**src/rtl/em_ll_pkg.sv**
```systemverilog
// Shared types and default widths for the multi-channel edit-memory
// buffer linked list.
package em_ll_pkg;

  localparam int EM_BUF_PTR_NBITS     = 8;
  localparam int PORT_ID_NBITS        = 4;
  localparam int PD_CHUNK_DEPTH_NBITS = 14;
  localparam int READ_COUNT_NBITS     = 4;
  localparam int DATA_PATH_NBYTES     = 64;
  localparam int EM_LL_MAX_NCH        = 16;

  typedef struct packed {
    logic [READ_COUNT_NBITS-1:0]     read_count;
    logic [PORT_ID_NBITS-1:0]        port_id;
    logic [EM_BUF_PTR_NBITS-1:0]     buf_ptr;
    logic [PD_CHUNK_DEPTH_NBITS-1:0] pd_length;
  } em_rc_req_t;

  typedef enum logic [1:0] {
    W_IDLE,
    W_WALK,
    W_WAIT
  } walk_state_e;

endpackage

```
**src/rtl/em_ll_chan.sv**
```systemverilog
// One read-count channel: request FIFO plus the buffer-chain walker.
// The FIFO exposes a write two cycles after it lands.
module sfifo2f_bram_pf #(
  parameter int W  = 8,
  parameter int DN = 3
) (
  input  logic         clk,
  input  logic         rst_n,
  input  logic         wr_i,
  input  logic [W-1:0] wdata_i,
  input  logic         rd_i,
  output logic [W-1:0] rdata_o,
  output logic         empty_o,
  output logic         full_o
);
  localparam int D = 1 << DN;

  logic [W-1:0] mem_q [D];
  logic [DN:0]  wptr_q, wvis_q, rptr_q, cnt;

  always_ff @(posedge clk) begin
    if (wr_i) mem_q[wptr_q[DN-1:0]] <= wdata_i;
  end

  always_ff @(posedge clk or negedge rst_n) begin
    if (!rst_n) begin
      wptr_q <= '0;
      wvis_q <= '0;
      rptr_q <= '0;
    end else begin
      wptr_q <= wptr_q + (DN+1)'(wr_i);
      wvis_q <= wptr_q;
      rptr_q <= rptr_q + (DN+1)'(rd_i);
    end
  end

  assign cnt     = wptr_q - rptr_q;
  assign full_o  = cnt[DN];
  assign empty_o = (wvis_q == rptr_q);
  assign rdata_o = mem_q[rptr_q[DN-1:0]];

endmodule

module em_ll_chan
  import em_ll_pkg::*;
#(
  parameter int BPTR_NBITS       = EM_BUF_PTR_NBITS,
  parameter int ID_NBITS         = PORT_ID_NBITS,
  parameter int LEN_NBITS        = PD_CHUNK_DEPTH_NBITS,
  parameter int RC_NBITS         = READ_COUNT_NBITS,
  parameter int SIZE             = DATA_PATH_NBYTES,
  parameter int FIFO_DEPTH_NBITS = 3
) (
  input  logic                  clk,
  input  logic                  rst_n,
  input  logic                  in_valid_i,
  output logic                  in_ready_o,
  input  logic [BPTR_NBITS-1:0] buf_ptr_i,
  input  logic [ID_NBITS-1:0]   port_id_i,
  input  logic [RC_NBITS-1:0]   read_count_i,
  input  logic [LEN_NBITS-1:0]  pd_length_i,
  output logic                  overflow_o,
  input  logic                  gnt_i,
  input  logic [BPTR_NBITS-1:0] rdata_i,
  output logic                  walk_o,
  output logic [BPTR_NBITS-1:0] ptr_o,
  output logic [ID_NBITS-1:0]   port_o,
  output logic [RC_NBITS-1:0]   rc_o,
  output logic                  sop_o,
  output logic                  eop_o
);
  localparam logic [LEN_NBITS:0] SZ = (LEN_NBITS+1)'(SIZE);

  em_rc_req_t  req_in, req_out;
  logic        push, pop, empty, full, ovf_q;
  walk_state_e state_q, state_d;
  logic [BPTR_NBITS-1:0] ptr_q, ptr_d;
  logic [ID_NBITS-1:0]   port_q, port_d;
  logic [RC_NBITS-1:0]   rc_q, rc_d;
  logic [LEN_NBITS:0]    rem_q, rem_d;
  logic                  sop_q, sop_d, eop;

  always_comb begin
    req_in            = '0;
    req_in.read_count = READ_COUNT_NBITS'(read_count_i);
    req_in.port_id    = PORT_ID_NBITS'(port_id_i);
    req_in.buf_ptr    = EM_BUF_PTR_NBITS'(buf_ptr_i);
    req_in.pd_length  = PD_CHUNK_DEPTH_NBITS'(pd_length_i);
  end

  // zero-length packets own no buffers, so they never enter the FIFO
  assign push       = in_valid_i & ~full & (pd_length_i != '0);
  assign pop        = (state_q == W_IDLE) & ~empty;
  assign in_ready_o = ~full;
  assign overflow_o = ovf_q;

  sfifo2f_bram_pf #(
    .W (  $bits(em_rc_req_t)),
    .DN(FIFO_DEPTH_NBITS)
  ) u_fifo (
    .clk    (clk),
    .rst_n  (rst_n),
    .wr_i   (push),
    .wdata_i(req_in),
    .rd_i   (pop),
    .rdata_o(req_out),
    .empty_o(empty),
    .full_o (full)
  );

  assign eop = (rem_q <= SZ);

  always_comb begin
    state_d = state_q;
    ptr_d   = ptr_q;
    port_d  = port_q;
    rc_d    = rc_q;
    rem_d   = rem_q;
    sop_d   = sop_q;
    unique case (state_q)
      W_IDLE: if (!empty) begin
        state_d = W_WALK;
        ptr_d   = BPTR_NBITS'(req_out.buf_ptr);
        port_d  = ID_NBITS'(req_out.port_id);
        rc_d    = RC_NBITS'(req_out.read_count);
        rem_d   = {1'b0, LEN_NBITS'(req_out.pd_length)};
        sop_d   = 1'b1;
      end
      W_WALK: if (gnt_i) begin
        sop_d = 1'b0;
        if (eop) begin
          state_d = W_IDLE;
        end else begin
          rem_d   = rem_q - SZ;
          state_d = W_WAIT;
        end
      end
      W_WAIT: begin
        ptr_d   = rdata_i;
        state_d = W_WALK;
      end
      default: state_d = W_IDLE;
    endcase
  end

  always_ff @(posedge clk or negedge rst_n) begin
    if (!rst_n) begin
      state_q <= W_IDLE;
      ptr_q   <= '0;
      port_q  <= '0;
      rc_q    <= '0;
      rem_q   <= '0;
      sop_q   <= 1'b0;
      ovf_q   <= 1'b0;
    end else begin
      state_q <= state_d;
      ptr_q   <= ptr_d;
      port_q  <= port_d;
      rc_q    <= rc_d;
      rem_q   <= rem_d;
      sop_q   <= sop_d;
      ovf_q   <= ovf_q | (in_valid_i & full);
    end
  end

  assign walk_o = (state_q == W_WALK);
  assign ptr_o  = ptr_q;
  assign port_o = port_q;
  assign rc_o   = rc_q;
  assign sop_o  = sop_q;
  assign eop_o  = eop;

endmodule

```
**src/rtl/edit_mem_linked_list_mc.sv**
```systemverilog
// Link RAM, lookup path and round-robin walker arbitration for the
// multi-channel edit-memory buffer linked list.
module ram_1r1w_ultra #(
  parameter int AW = 8,
  parameter int DW = 8
) (
  input  logic          clk,
  input  logic          rst_n,
  input  logic          we_i,
  input  logic [AW-1:0] waddr_i,
  input  logic [DW-1:0] wdata_i,
  input  logic          re_i,
  input  logic [AW-1:0] raddr_i,
  output logic [DW-1:0] rdata_o
);
  logic [DW-1:0] mem_q [1<<AW];
  logic [DW-1:0] rdata_q;

  always_ff @(posedge clk) begin
    if (we_i) mem_q[waddr_i] <= wdata_i;
  end

  // write-first: a same-cycle read of the written address sees new data
  always_ff @(posedge clk or negedge rst_n) begin
    if (!rst_n) begin
      rdata_q <= '0;
    end else if (re_i) begin
      rdata_q <= (we_i && waddr_i == raddr_i) ? wdata_i : mem_q[raddr_i];
    end
  end

  assign rdata_o = rdata_q;

endmodule

module edit_mem_linked_list_mc
  import em_ll_pkg::*;
#(
  parameter int BPTR_NBITS       = EM_BUF_PTR_NBITS,
  parameter int ID_NBITS         = PORT_ID_NBITS,
  parameter int LEN_NBITS        = PD_CHUNK_DEPTH_NBITS,
  parameter int RC_NBITS         = READ_COUNT_NBITS,
  parameter int SIZE             = DATA_PATH_NBYTES,
  parameter int NCH              = 4,
  parameter int CH_NBITS         = (NCH > 1) ? $clog2(NCH) : 1,
  parameter int FIFO_DEPTH_NBITS = 3
) (
  input  logic                      clk,
  input  logic                      rst_n,
  input  logic                      enq_buf_valid,
  input  logic [BPTR_NBITS-1:0]     enq_buf_ptr_cur,
  input  logic [BPTR_NBITS-1:0]     enq_buf_ptr_nxt,
  input  logic                      buf_req,
  input  logic [BPTR_NBITS-1:0]     buf_req_ptr,
  output logic                      buf_ack_valid,
  output logic [BPTR_NBITS-1:0]     buf_ack_ptr,
  input  logic [NCH-1:0]            rc_in_valid,
  output logic [NCH-1:0]            rc_in_ready,
  input  logic [NCH*BPTR_NBITS-1:0] rc_in_buf_ptr,
  input  logic [NCH*ID_NBITS-1:0]   rc_in_port_id,
  input  logic [NCH*RC_NBITS-1:0]   rc_in_read_count,
  input  logic [NCH*LEN_NBITS-1:0]  rc_in_pd_length,
  output logic                      read_count_valid,
  output logic [CH_NBITS-1:0]       read_count_chan,
  output logic [ID_NBITS-1:0]       read_count_port_id,
  output logic [BPTR_NBITS-1:0]     read_count_buf_ptr,
  output logic [RC_NBITS-1:0]       read_count,
  output logic                      read_count_sop,
  output logic                      read_count_eop,
  output logic [NCH-1:0]            rc_overflow,
  output logic                      inc_ll_rd_count,
  output logic                      inc_ll_wr_count
);
  logic                  wr_q;
  logic [BPTR_NBITS-1:0] waddr_q, wdata_q;
  logic                  re;
  logic [BPTR_NBITS-1:0] raddr, rdata;

  logic [NCH-1:0]        walk, gnt, ch_sop, ch_eop;
  logic [BPTR_NBITS-1:0] ch_ptr  [NCH];
  logic [ID_NBITS-1:0]   ch_port [NCH];
  logic [RC_NBITS-1:0]   ch_rc   [NCH];

  logic                  gnt_any, g_eop;
  logic [CH_NBITS-1:0]   gnt_idx, idx, rr_q;
  logic [BPTR_NBITS-1:0] g_ptr;

  logic                  req1_q, ack_v_q;
  logic [BPTR_NBITS-1:0] ack_ptr_q;
  logic                  rcv_q, sop_q, eop_q;
  logic [CH_NBITS-1:0]   chan_q;
  logic [ID_NBITS-1:0]   port_q;
  logic [BPTR_NBITS-1:0] ptr_q;
  logic [RC_NBITS-1:0]   rc_q;

  always_ff @(posedge clk or negedge rst_n) begin
    if (!rst_n) begin
      wr_q    <= 1'b0;
      waddr_q <= '0;
      wdata_q <= '0;
    end else begin
      wr_q <= enq_buf_valid;
      if (enq_buf_valid) begin
        waddr_q <= enq_buf_ptr_cur;
        wdata_q <= enq_buf_ptr_nxt;
      end
    end
  end

  for (genvar g = 0; g < NCH; g++) begin : g_ch
    em_ll_chan #(
      .BPTR_NBITS      (BPTR_NBITS),
      .ID_NBITS        (ID_NBITS),
      .LEN_NBITS       (LEN_NBITS),
      .RC_NBITS        (RC_NBITS),
      .SIZE            (SIZE),
      .FIFO_DEPTH_NBITS(FIFO_DEPTH_NBITS)
    ) u_ch (
      .clk         (clk),
      .rst_n       (rst_n),
      .in_valid_i  (rc_in_valid[g]),
      .in_ready_o  (rc_in_ready[g]),
      .buf_ptr_i   (rc_in_buf_ptr[g*BPTR_NBITS +: BPTR_NBITS]),
      .port_id_i   (rc_in_port_id[g*ID_NBITS +: ID_NBITS]),
      .read_count_i(rc_in_read_count[g*RC_NBITS +: RC_NBITS]),
      .pd_length_i (rc_in_pd_length[g*LEN_NBITS +: LEN_NBITS]),
      .overflow_o  (rc_overflow[g]),
      .gnt_i       (gnt[g]),
      .rdata_i     (rdata),
      .walk_o      (walk[g]),
      .ptr_o       (ch_ptr[g]),
      .port_o      (ch_port[g]),
      .rc_o        (ch_rc[g]),
      .sop_o       (ch_sop[g]),
      .eop_o       (ch_eop[g])
    );
  end

  // lookups own the read port; a preempted walker keeps its turn
  always_comb begin
    gnt_any = 1'b0;
    gnt_idx = '0;
    idx     = '0;
    gnt     = '0;
    for (int i = 0; i < NCH; i++) begin
      idx = CH_NBITS'((int'(rr_q) + i) % NCH);
      if (!gnt_any && !buf_req && walk[idx]) begin
        gnt_any = 1'b1;
        gnt_idx = idx;
      end
    end
    if (gnt_any) gnt[gnt_idx] = 1'b1;
  end

  assign g_ptr = ch_ptr[gnt_idx];
  assign g_eop = ch_eop[gnt_idx];
  assign raddr = buf_req ? buf_req_ptr : g_ptr;
  assign re    = buf_req | (gnt_any & ~g_eop);

  ram_1r1w_ultra #(
    .AW(BPTR_NBITS),
    .DW(BPTR_NBITS)
  ) u_ram (
    .clk    (clk),
    .rst_n  (rst_n),
    .we_i   (wr_q),
    .waddr_i(waddr_q),
    .wdata_i(wdata_q),
    .re_i   (re),
    .raddr_i(raddr),
    .rdata_o(rdata)
  );

  always_ff @(posedge clk or negedge rst_n) begin
    if (!rst_n) begin
      rr_q      <= '0;
      req1_q    <= 1'b0;
      ack_v_q   <= 1'b0;
      ack_ptr_q <= '0;
      rcv_q     <= 1'b0;
      chan_q    <= '0;
      port_q    <= '0;
      ptr_q     <= '0;
      rc_q      <= '0;
      sop_q     <= 1'b0;
      eop_q     <= 1'b0;
    end else begin
      req1_q  <= buf_req;
      ack_v_q <= req1_q;
      if (req1_q) ack_ptr_q <= rdata;
      rcv_q <= gnt_any;
      if (gnt_any) begin
        rr_q   <= (gnt_idx == CH_NBITS'(NCH-1)) ? '0 : gnt_idx + 1'b1;
        chan_q <= gnt_idx;
        port_q <= ch_port[gnt_idx];
        ptr_q  <= g_ptr;
        rc_q   <= ch_rc[gnt_idx];
        sop_q  <= ch_sop[gnt_idx];
        eop_q  <= g_eop;
      end
    end
  end

  assign buf_ack_valid      = ack_v_q;
  assign buf_ack_ptr        = ack_ptr_q;
  assign inc_ll_rd_count    = req1_q;
  assign inc_ll_wr_count    = wr_q;
  assign read_count_valid   = rcv_q;
  assign read_count_chan    = chan_q;
  assign read_count_port_id = port_q;
  assign read_count_buf_ptr = ptr_q;
  assign read_count         = rc_q;
  assign read_count_sop     = sop_q;
  assign read_count_eop     = eop_q;

endmodule

```
**config.mk**
```make
export PLATFORM = sky130hd
export DESIGN_NAME = edit_mem_linked_list_mc
export DESIGN_NICKNAME = d
export VERILOG_FILES = /design/src/rtl/em_ll_pkg.sv /design/src/rtl/em_ll_chan.sv /design/src/rtl/edit_mem_linked_list_mc.sv
export SDC_FILE = /design/constraint.sdc
export NUM_CORES = 2
export LEC_CHECK = 0
export CAP_MARGIN = 5
export CORE_ASPECT_RATIO = 1.25
export CORE_MARGIN = 4
export CORE_UTILIZATION = 40
export CTS_BUF_LIST = sky130_fd_sc_hd__clkbuf_4
export CTS_CLUSTER_SIZE = 14
export DETAILED_ROUTE_END_ITERATION = 6
export DONT_BUFFER_PORTS = 1
export GPL_TIMING_DRIVEN = 0
export SLEW_MARGIN = 0
export SYNTH_ARGS = -nofsm -noshare
export SYNTH_HDL_FRONTEND = slang
export SYNTH_HIERARCHICAL = 1
export SYNTH_SLANG_ARGS = --single-unit
```
**constraint.sdc**
```tcl
create_clock -name clk -period 3.8 [get_ports clk]
set_input_delay 0.76 -clock clk [delete_from_list [all_inputs] [get_ports clk]]
set_output_delay 0.76 -clock clk [all_outputs]
set_load 0.02 [all_outputs]
```
== After elaboration in Yosys (flattened, before gate mapping) ==
Memory sizes are Yosys's and may differ from the RTL's. A register that Yosys moved wholly into a read port is not among the register bits.
Cells that the tools add are included.

* Register bits after elaboration: 238
* Bits in latches: 0
* RAM bits: 3,008
* Memory bits (read-only): 0
* Input port bits: 152
* Word-level logic and storage cells: 292
* Memories kept: 5

* Add/subtract/negate cells: 20
* $mul: 0
* Div/mod/pow operators: 0
* Order comparisons: 11
* Equality and inequality tests: 25
* Shifts and indexed selects: 0
* Multiplexer cells: 96
* Bitwise operators: 32
* Reductions and logical operators: 49

{| class="wikitable"
|+ Memories
! memory !! words !! width !! read ports !! clocked after Yosys merged registers in !! wr ports !! line !! text
|-
| u_ram.mem_q || 256 || 8 || 1 || 1 || 1 || edit_mem_linked_list_mc.sv:16 || <nowiki>logic [DW-1:0] mem_q [1<<AW];</nowiki>
|-
| g_ch[0].u_ch.u_fifo.mem_q || 8 || 30 || 1 || 0 || 1 || em_ll_chan.sv:18 || <nowiki>logic [W-1:0] mem_q [D];</nowiki>
|-
| g_ch[1].u_ch.u_fifo.mem_q || 8 || 30 || 1 || 0 || 1 || em_ll_chan.sv:18 ||
|-
| g_ch[2].u_ch.u_fifo.mem_q || 8 || 30 || 1 || 0 || 1 || em_ll_chan.sv:18 ||
|-
| g_ch[3].u_ch.u_fifo.mem_q || 8 || 30 || 1 || 0 || 1 || em_ll_chan.sv:18 ||
|}

{| class="wikitable"
|+ Operator list
! operator !! count
|-
| $mux 15 || 12
|-
| $pmux 15 s2 || 4
|-
| $pmux 8 s2 || 4
|-
| $le 15x7->1 const B || 4
|-
| $sub 15x7->15 const B || 4
|-
| $mux 8 || 7
|-
| $reduce_bool 14->1 || 4
|-
| $mux 2 || 17
|-
| $add 4x1->4 || 8
|-
| $mux 1 || 29
|-
| $ne 2x2->1 const B || 12
|-
| $pmux 2 s3 || 4
|-
| $reduce_and 2->1 || 12
|-
| $mux 4 || 5
|-
| $and 1x1->1 || 17
|-
| $bmux 4 s2 || 2
|-
| $bmux 8 s2 || 1
|-
| $eq 4x4->1 || 4
|-
| $reduce_and 4->1 || 4
|-
| $reduce_bool 2->1 || 8
|-
| $sub 4x4->4 || 4
|-
| $lt 2x3->1 const B || 5
|-
| $bmux 1 s2 || 6
|-
| $reduce_and 3->1 || 4
|-
| 14 further kinds || 52
|}

== Logic depth before layout (Yosys ltp) ==
* Depth after elaboration: 24
* Gate-level depth with buffers: 22
* Gate-level depth less buffers: 15

== Modules after synthesis ==
The synthesis kept the hierarchy.

{| class="wikitable"
|+ By module, submodules not included
! module !! times used !! cells each !! area each (um2) !! sequential area each (um2)
|-
| ram_1r1w_ultra || 1 || 3,633 || 79,855.3 || 61,699.2
|-
| sfifo2f_bram_pf || 4 || 461 || 9,659.3 || 7,507.2
|-
| em_ll_chan (g_ch[0].u_ch ...) || 3 || 174 || 1,811.7 || 875.8
|-
| edit_mem_linked_list_mc || 1 || 238 || 2,705.1 || 1,251.2
|-
| em_ll_chan (g_ch[3].u_ch) || 1 || 202 || 1,801.7 || 875.8
|}

== Least setup slack after synthesis ==
No wires, ideal clock.

* Path type: flip-flop to flip-flop
* Start: reg g_ch[0].u_ch.u_fifo.rptr_q[2]
* End: mem g_ch[0].u_ch/u_fifo/mem_q[0][0] (netlist bit), enable pin
* Setup time: 455 ps
* Arrival time: 3,940 ps
* Required time: 3,345 ps
* Setup slack: -595 ps
* Cell stages (with the launch flop): 12
* Buffers on the path: 2
* Clock period less this slack: 4,395 ps
* Cells stage by stage: dfrtp_1 > buf_2 > buf_2 > inv_1 > ha_1 > a21oi_1 > o21ai_0 > xnor2_1 > inv_1 > and3_1 > nand2b_1 > nor3_1

* Cells in the longest elaborated chain, start to end: 6

{| class="wikitable"
|+ Ends and longest elaborated chain
! what !! line !! text
|-
| start, declared || em_ll_chan.sv:19 || <nowiki>logic [DN:0] wptr_q, wvis_q, rptr_q, cnt;</nowiki>
|-
| start signal, assigned || em_ll_chan.sv:33 || <nowiki>rptr_q <= rptr_q + (DN+1)'(rd_i);</nowiki>
|-
| $sub 4x4->4 || em_ll_chan.sv:37 || <nowiki>assign cnt = wptr_q - rptr_q;</nowiki>
|-
| named net g_ch[0].u_ch.full || em_ll_chan.sv:75 || <nowiki>logic push, pop, empty, full, ovf_q;</nowiki>
|-
| $not 1->1 || n/a ||
|-
| named net rc_in_ready[0] || edit_mem_linked_list_mc.sv:58 || <nowiki>output logic [NCH-1:0] rc_in_ready,</nowiki>
|-
| $and 1x1->1 (2 in series) || em_ll_chan.sv:92 || <nowiki>assign push = in_valid_i & ~full & (pd_length_i != '0);</nowiki>
|-
| named net g_ch[0].u_ch.push || em_ll_chan.sv:75 ||
|-
| $mux 1 || em_ll_chan.sv:22 || <nowiki>if (wr_i) mem_q[wptr_q[DN-1:0]] <= wdata_i;</nowiki>
|-
| $mux 1 (not written as such) || em_ll_chan.sv:22 ||
|-
| end, declared || em_ll_chan.sv:18 ||
|}

The timed path passes the listed nets, and every way through them passes these cells.

== Worst setup path after layout ==
* Start: reg g_ch[0].u_ch.state_q[0]
* End: reg u_ram.rdata_q[3], in the netlist u_ram/rdata_o[3], read port of u_ram.mem_q

* Cells in the longest elaborated chain, start to end: 22

{| class="wikitable"
|+ Ends and longest elaborated chain
! what !! line !! text
|-
| start, declared || em_ll_chan.sv:76 || <nowiki>walk_state_e state_q, state_d;</nowiki>
|-
| start signal, assigned || em_ll_chan.sv:156 || <nowiki>state_q <= state_d;</nowiki>
|-
| $eq 2x1->1 (*) || em_ll_chan.sv:166 || <nowiki>assign walk_o = (state_q == W_WALK);</nowiki>
|-
| named net walk[0] || edit_mem_linked_list_mc.sv:79 || <nowiki>logic [NCH-1:0] walk, gnt, ch_sop, ch_eop;</nowiki>
|-
| $bmux 1 s2 || edit_mem_linked_list_mc.sv:147 || <nowiki>if (!gnt_any && !buf_req && walk[idx]) begin</nowiki>
|-
| $mux 1 (not written as such) || edit_mem_linked_list_mc.sv:147 ||
|-
| $logic_and 1x1->1 || edit_mem_linked_list_mc.sv:147 ||
|-
| $mux 1 || edit_mem_linked_list_mc.sv:147 ||
|-
| $logic_not 1->1 || edit_mem_linked_list_mc.sv:147 ||
|-
| $logic_and 1x1->1 (2 in series) || edit_mem_linked_list_mc.sv:147 ||
|-
| (+5 left out) || n/a ||
|-
| $logic_not 1->1 || edit_mem_linked_list_mc.sv:147 ||
|-
| $logic_and 1x1->1 (2 in series) || edit_mem_linked_list_mc.sv:147 ||
|-
| $mux 2 (*) || edit_mem_linked_list_mc.sv:147 ||
|-
| $not 2->3 (not written as such) (*) || edit_mem_linked_list_mc.sv:155 || <nowiki>assign g_ptr = ch_ptr[gnt_idx];</nowiki>
|-
| $bmux 8 s2 (*) || edit_mem_linked_list_mc.sv:155 ||
|-
| $mux 8 (not written as such) (*) (2 in series) || edit_mem_linked_list_mc.sv:155 ||
|-
| $mux 8 (*) || edit_mem_linked_list_mc.sv:157 || <nowiki>assign raddr = buf_req ? buf_req_ptr : g_ptr;</nowiki>
|-
| named net raddr[0] || edit_mem_linked_list_mc.sv:77 || <nowiki>logic [BPTR_NBITS-1:0] raddr, rdata;</nowiki>
|-
| end, declared || edit_mem_linked_list_mc.sv:17 || <nowiki>logic [DW-1:0] rdata_q;</nowiki>
|}

Mark *: on every way through the listed nets, which the timed path passes. The rest lies on a longest branch. The select of a mux whose other input is x is not followed.
A chain may end at the register's enable or synchronous reset.

==> parameters.txt <==
Parameter                              Value

Critical path
  Number of cells on the worst reg-to-reg path ... 22
  Max incr delay on CP ... 0.53 ns
  CP top delay family ... compound AO/OA/AOI/OAI gates
  Required time of the critical path ... 5.11 ns
  CP Capture Type ... register
  Worst r2r src ... g_ch[0].u_ch/state_q[0]
  CP Cell Sequence ... nand2b_4, inv_8, nor4b_4, a311o_1, a21bo_4, clkinv_8, buf_12, mux2i_4, a221oi_4, buf_8, buf_6, buf_6, buf_12, buf_4, buf_12, buf_6, mux4_2, mux2i_1, a22oi_1, a211oi_1, o21a_1, o21ai_1
  WS Path Type ... register to register
  Worst-path cell with the longest stage delay ... sky130_fd_sc_hd__mux4_2
  Number of gates on the worst path with buffers counted ... 22
  Arrival time of data at the critical path endpoint ... 5.99 ns
  Maximum fanout along the worst path ... 14
  Setup crit start kind ... register
  Launch point of the critical path ... g_ch[0].u_ch/state_q[0]
  Worst path bufs/invs ... 10

Synth
  Sequential-to-total area share from yosys stat ... 75.1%
  Most instantiated flip-flop cell in the synthesis netlist ... sky130_fd_sc_hd__edfxtp_1
  Syn_area_per_cell ... 19.9 µm²
  Number of different library cells in the post-synthesis netlist ... 98
  Number of flops mapped to enable cells by yosys ... 3,008
  Fraction of registers with async set or reset after synthesis ... 7.56%
  Synthesized netlist net count ... 6,627
  Post-Syn Area ... 128,000 µm²
  Number of warning messages in the yosys log ... 6
  Post-synthesis register bit count ... 3,254
  Post-synthesis instance total ... 6,439

Power and ir drop
  Overall power after layout ... 123,000 µW
  Switching power share of the total ... 36.2%
  Static Leakage ... 0.0495 µW
  Comb pwr share ... 40.3%
  Net Switching ... 44,500 µW
  Pwr per Cell Area ... 812 nW/µm²
  Clock Power Share ... 23.1%
  Sequential Power Share ... 36.6%
  Highest ir drop seen on vdd ... 769 µV
  Internal Dissipation ... 78,300 µW

Routing
  Number of iterations in the first detailed-routing pass ... 5
  Wirelength, routed ... 359 mm
  Drc violations ... 0
  Via count of the routed design ... 69.3k
  Final routed wire length divided by cell count ... 29.0 µm
  Antenna-violating nets left ... 0
  Via density ... 5.60
  Violation count after the first detailed-route iteration ... 7,056

Timing
  Worst hold margin ... -0.931 ns
  Actual slew at the worst max-slew pin ... 1.22 ns
  Final count of hold timing violations ... 246
  Setup repair after global routing missed its margin ... yes
  Final max-slew violation count ... 0
  Post-route clock period utilization ... 123%
  Headroom to the max-slew limit ... 18.2%
  Final setup viols ... 24
  Post-route clock skew ... 0.149 ns
  PnR worst setup slack ... -0.885 ns
  Peak Freq ... 213 MHz
  Crit path time final ... 4.69 ns

Flow run
  Max-cap violation count ... 0

Global routing
  Initial antenna violation count ... 46
  First-pass GRT wire length ... 514 mm
  GR Overflow Total ... 0
  Via count of the first global-routing pass ... 71.9k
  Maximum number of pins on one net before global-route repair ... 247
  Global Route Usage Sum ... 21.5%

Clock tree
  TritonCTS clock tree ... yes
  Root buf cell ... sky130_fd_sc_hd__clkbuf_4
  Count of hold-fix buffers inserted at cts ... 158
  Htree depth ... 6
  Maximum root-to-sink buffer count ... 4
  Clock Sink Count ... 3,254
  Clock transition at the registers of the reported paths ... 0.07 ns
  TritonCTS buffer count ... 775
  Skew-Pair Late Insertion Delay ... 1.42 ns

Final layout
  Leading cell types in the layout, fill and taps excluded ... 3,008 x sky130_fd_sc_hd__edfxtp_1, 1,175 x sky130_fd_sc_hd__clkbuf_4, 738 x sky130_fd_sc_hd__mux4_2
  Filler Cells Inserted ... 26.7k
  Area of the multi-input gates ... 31,600 µm²
  P&R area growth vs syn ... 17.6%
  Share of post-route cells with drive strength above 1 ... 35.8%
  Sequential Area ... 96,500 µm²
  Post-Layout Inst Area ... 151,000 µm²
  Most frequent standard cell in the layout excluding fill and tap cells ... sky130_fd_sc_hd__edfxtp_1
  Final core utilization ... 47.3%
  NumNets Final ... 7,719

Outcome
  Run status ... finished with violations
  Failing checks ... hold timing, setup timing

Hold path
  Hold/Removal Path Class ... primary input to asynchronous set/reset pin

Floorplanning
  Starting Density ... 40.2%
  Die Wd ... 515 µm
  Die ar. ... 330,000 µm²
  Area of the core ... 320,000 µm²
  I/O Pins ... 192
  Overall die height ... 642 µm
  Cell row count ... 232

Place
  DP Wirelength ... 238 mm
  Number of I/O port buffers ... 0
  Routability congestion estimate from global placement ... 0.936
  Area post-placement ... 136,000 µm²
-- routing by layer --
| layer | global-route usage, % | up-vias | share of wire [%] | wire [µm] |
|---|---|---|---|---|
| met2 | 37.1 | 3153 | 51 | 184000 |
| met3 | 5.44 | 753 | 8.3 | 29900 |
| met4 | 9.23 | 44 | 4.4 | 15800 |
| met5 | 0 | - | 0.078 | 282 |
| met1 | 25.7 | 36300 | 36 | 130000 |
| li1 | - | 29100 | - | - |
-- power by group through the flow --
stage	Combinational (µW)	Sequential, µW	Clock (µW)
floorplan	27200	44900	0
global placement	41300	46300	0
detailed placement	43000	45600	0
CTS	48100	44900	29200
global route	51500	45200	31100
finish	49400	44900	28400
-- metrics by stage --
step	cells	worst slack [ns]	setup TNS (ns)
2_1_floorplan	6439	-0.0856	-0.521
3_3_place_gp	10700	-3.16	-3548.36
3_5_place_dp	10700	-2.79	-433.45
4_1_cts	12300	-0.842	-6.43
5_1_grt	12400	-0.974	-7.75
6_report	12400	-0.885	-7.20
-- cell type report --
type	count	area share (%)
inverter	49	0.155
antenna	27	0.0447
tap	4212	3.49
clock buffer	1150	5.71
clock inverter	226	0.839
timing repair buffer	335	2.64
sequential	3254	63.9
timing repair inverter	1	0.00580
multi-input combinational	2776	20.9
buffer	339	2.35
-- what timing repair did --
item                        CTS  global route
pin swaps                    60            39
setup endpoints to repair  1516           443
hold endpoints to repair   1257           246
resized for setup           645           156
buffers inserted             83            30
gates cloned                  2             0
-- cells in the mapped netlist (16+ instances only) --
master	instances	area (µm²)
sky130_fd_sc_hd__edfxtp_1	3008	90300
sky130_fd_sc_hd__buf_2	117	586
sky130_fd_sc_hd__and2_1	26	163
sky130_fd_sc_hd__clkbuf_1	100	375
sky130_fd_sc_hd__xor2_1	28	245
sky130_fd_sc_hd__o21ai_1	39	195
sky130_fd_sc_hd__a21oi_1	53	265
sky130_fd_sc_hd__a211oi_1	34	255
sky130_fd_sc_hd__nand2b_1	25	156
sky130_fd_sc_hd__nor3b_1	23	173
sky130_fd_sc_hd__mux2_1	42	473
sky130_fd_sc_hd__xnor2_1	20	175
sky130_fd_sc_hd__mux4_1	22	578
sky130_fd_sc_hd__dfrtp_1	246	6160
sky130_fd_sc_hd__buf_1	18	67.6
sky130_fd_sc_hd__inv_1	39	146
sky130_fd_sc_hd__buf_4	31	233
sky130_fd_sc_hd__mux4_2	738	16600
sky130_fd_sc_hd__mux2_2	26	293
sky130_fd_sc_hd__o21ai_0	32	160
sky130_fd_sc_hd__o221ai_1	31	272
sky130_fd_sc_hd__or3_1	19	119
sky130_fd_sc_hd__nand4_1	16	100
sky130_fd_sc_hd__buf_6	43	484
sky130_fd_sc_hd__ha_1	36	450
sky130_fd_sc_hd__buf_12	30	601
sky130_fd_sc_hd__a22oi_1	81	608
sky130_fd_sc_hd__nand2_1	531	1990
sky130_fd_sc_hd__nor2b_1	33	206
sky130_fd_sc_hd__o22a_1	16	140
sky130_fd_sc_hd__o22ai_1	108	676
sky130_fd_sc_hd__nor2_1	358	1340
sky130_fd_sc_hd__nor3_1	61	305
sky130_fd_sc_hd__nand3_1	52	260
sky130_fd_sc_hd__nor4_1	24	150
sky130_fd_sc_hd__mux2i_1	75	751
-- registers in the layout, indices dropped and copies added, names as in the netlist, 16 cells and up --
signal / cells
g_ch.u_ch/u_fifo/rptr_q: 16
g_ch.u_ch/rem_q: 60
g_ch.u_ch/rc_o: 16
u_ram/mem_q: 2048
g_ch.u_ch/ptr_o: 32
g_ch.u_ch/u_fifo/mem_q: 960
g_ch.u_ch/port_o: 16
g_ch.u_ch/u_fifo/wptr_q: 16
g_ch.u_ch/u_fifo/wvis_q: 16
-- path summary, 6_finish.rpt --
| kind | end | slack, ns |
|---|---|---|
| worst max-delay path | u_ram/rdata_o[3] | -0.89 |
| worst min-delay path | g_ch[2].u_ch/u_fifo/wptr_q[0] | -0.93 |
| worst max register to register | u_ram/rdata_o[3] | -0.89 |
| worst min register to register | g_ch[3].u_ch/u_fifo/wvis_q[3] | 0.45 |
| max in group asynchronous | wdata_q[6] | 4.35 |
| min in group clk | wdata_q[7] | 0.12 |
-- logic make-up after synthesis --
logic type | share of synthesized area, %
XOR/XNOR | 0.327
multiplexers | 14.6
flip-flops | 75.1
AO/OA/AOI/OAI | 3.07
buffers and inverters | 2.18
adder cells (fa/ha/maj) | 0.351
AND/OR/NAND/NOR | 4.38
-- worst register-to-register path, stage by stage, from the launching register on --
cell	delay, ns
sky130_fd_sc_hd__dfrtp_2	0.43
sky130_fd_sc_hd__nand2b_4	0.11
sky130_fd_sc_hd__inv_8	0.07
sky130_fd_sc_hd__nor4b_4	0.29
sky130_fd_sc_hd__a311o_1	0.22
sky130_fd_sc_hd__a21bo_4	0.22
sky130_fd_sc_hd__clkinv_8	0.09
sky130_fd_sc_hd__buf_12	0.15
sky130_fd_sc_hd__mux2i_4	0.20
sky130_fd_sc_hd__a221oi_4	0.31
sky130_fd_sc_hd__buf_8	0.23
sky130_fd_sc_hd__buf_6	0.14
sky130_fd_sc_hd__buf_6	0.11
sky130_fd_sc_hd__buf_12	0.16
sky130_fd_sc_hd__buf_4	0.15
sky130_fd_sc_hd__buf_12	0.14
sky130_fd_sc_hd__buf_6	0.19
sky130_fd_sc_hd__mux4_2	0.54
sky130_fd_sc_hd__mux2i_1	0.17
sky130_fd_sc_hd__a22oi_1	0.11
sky130_fd_sc_hd__a211oi_1	0.26
sky130_fd_sc_hd__o21a_1	0.22
sky130_fd_sc_hd__o21ai_1	0.10
Power figures use the tool's default switching activity.
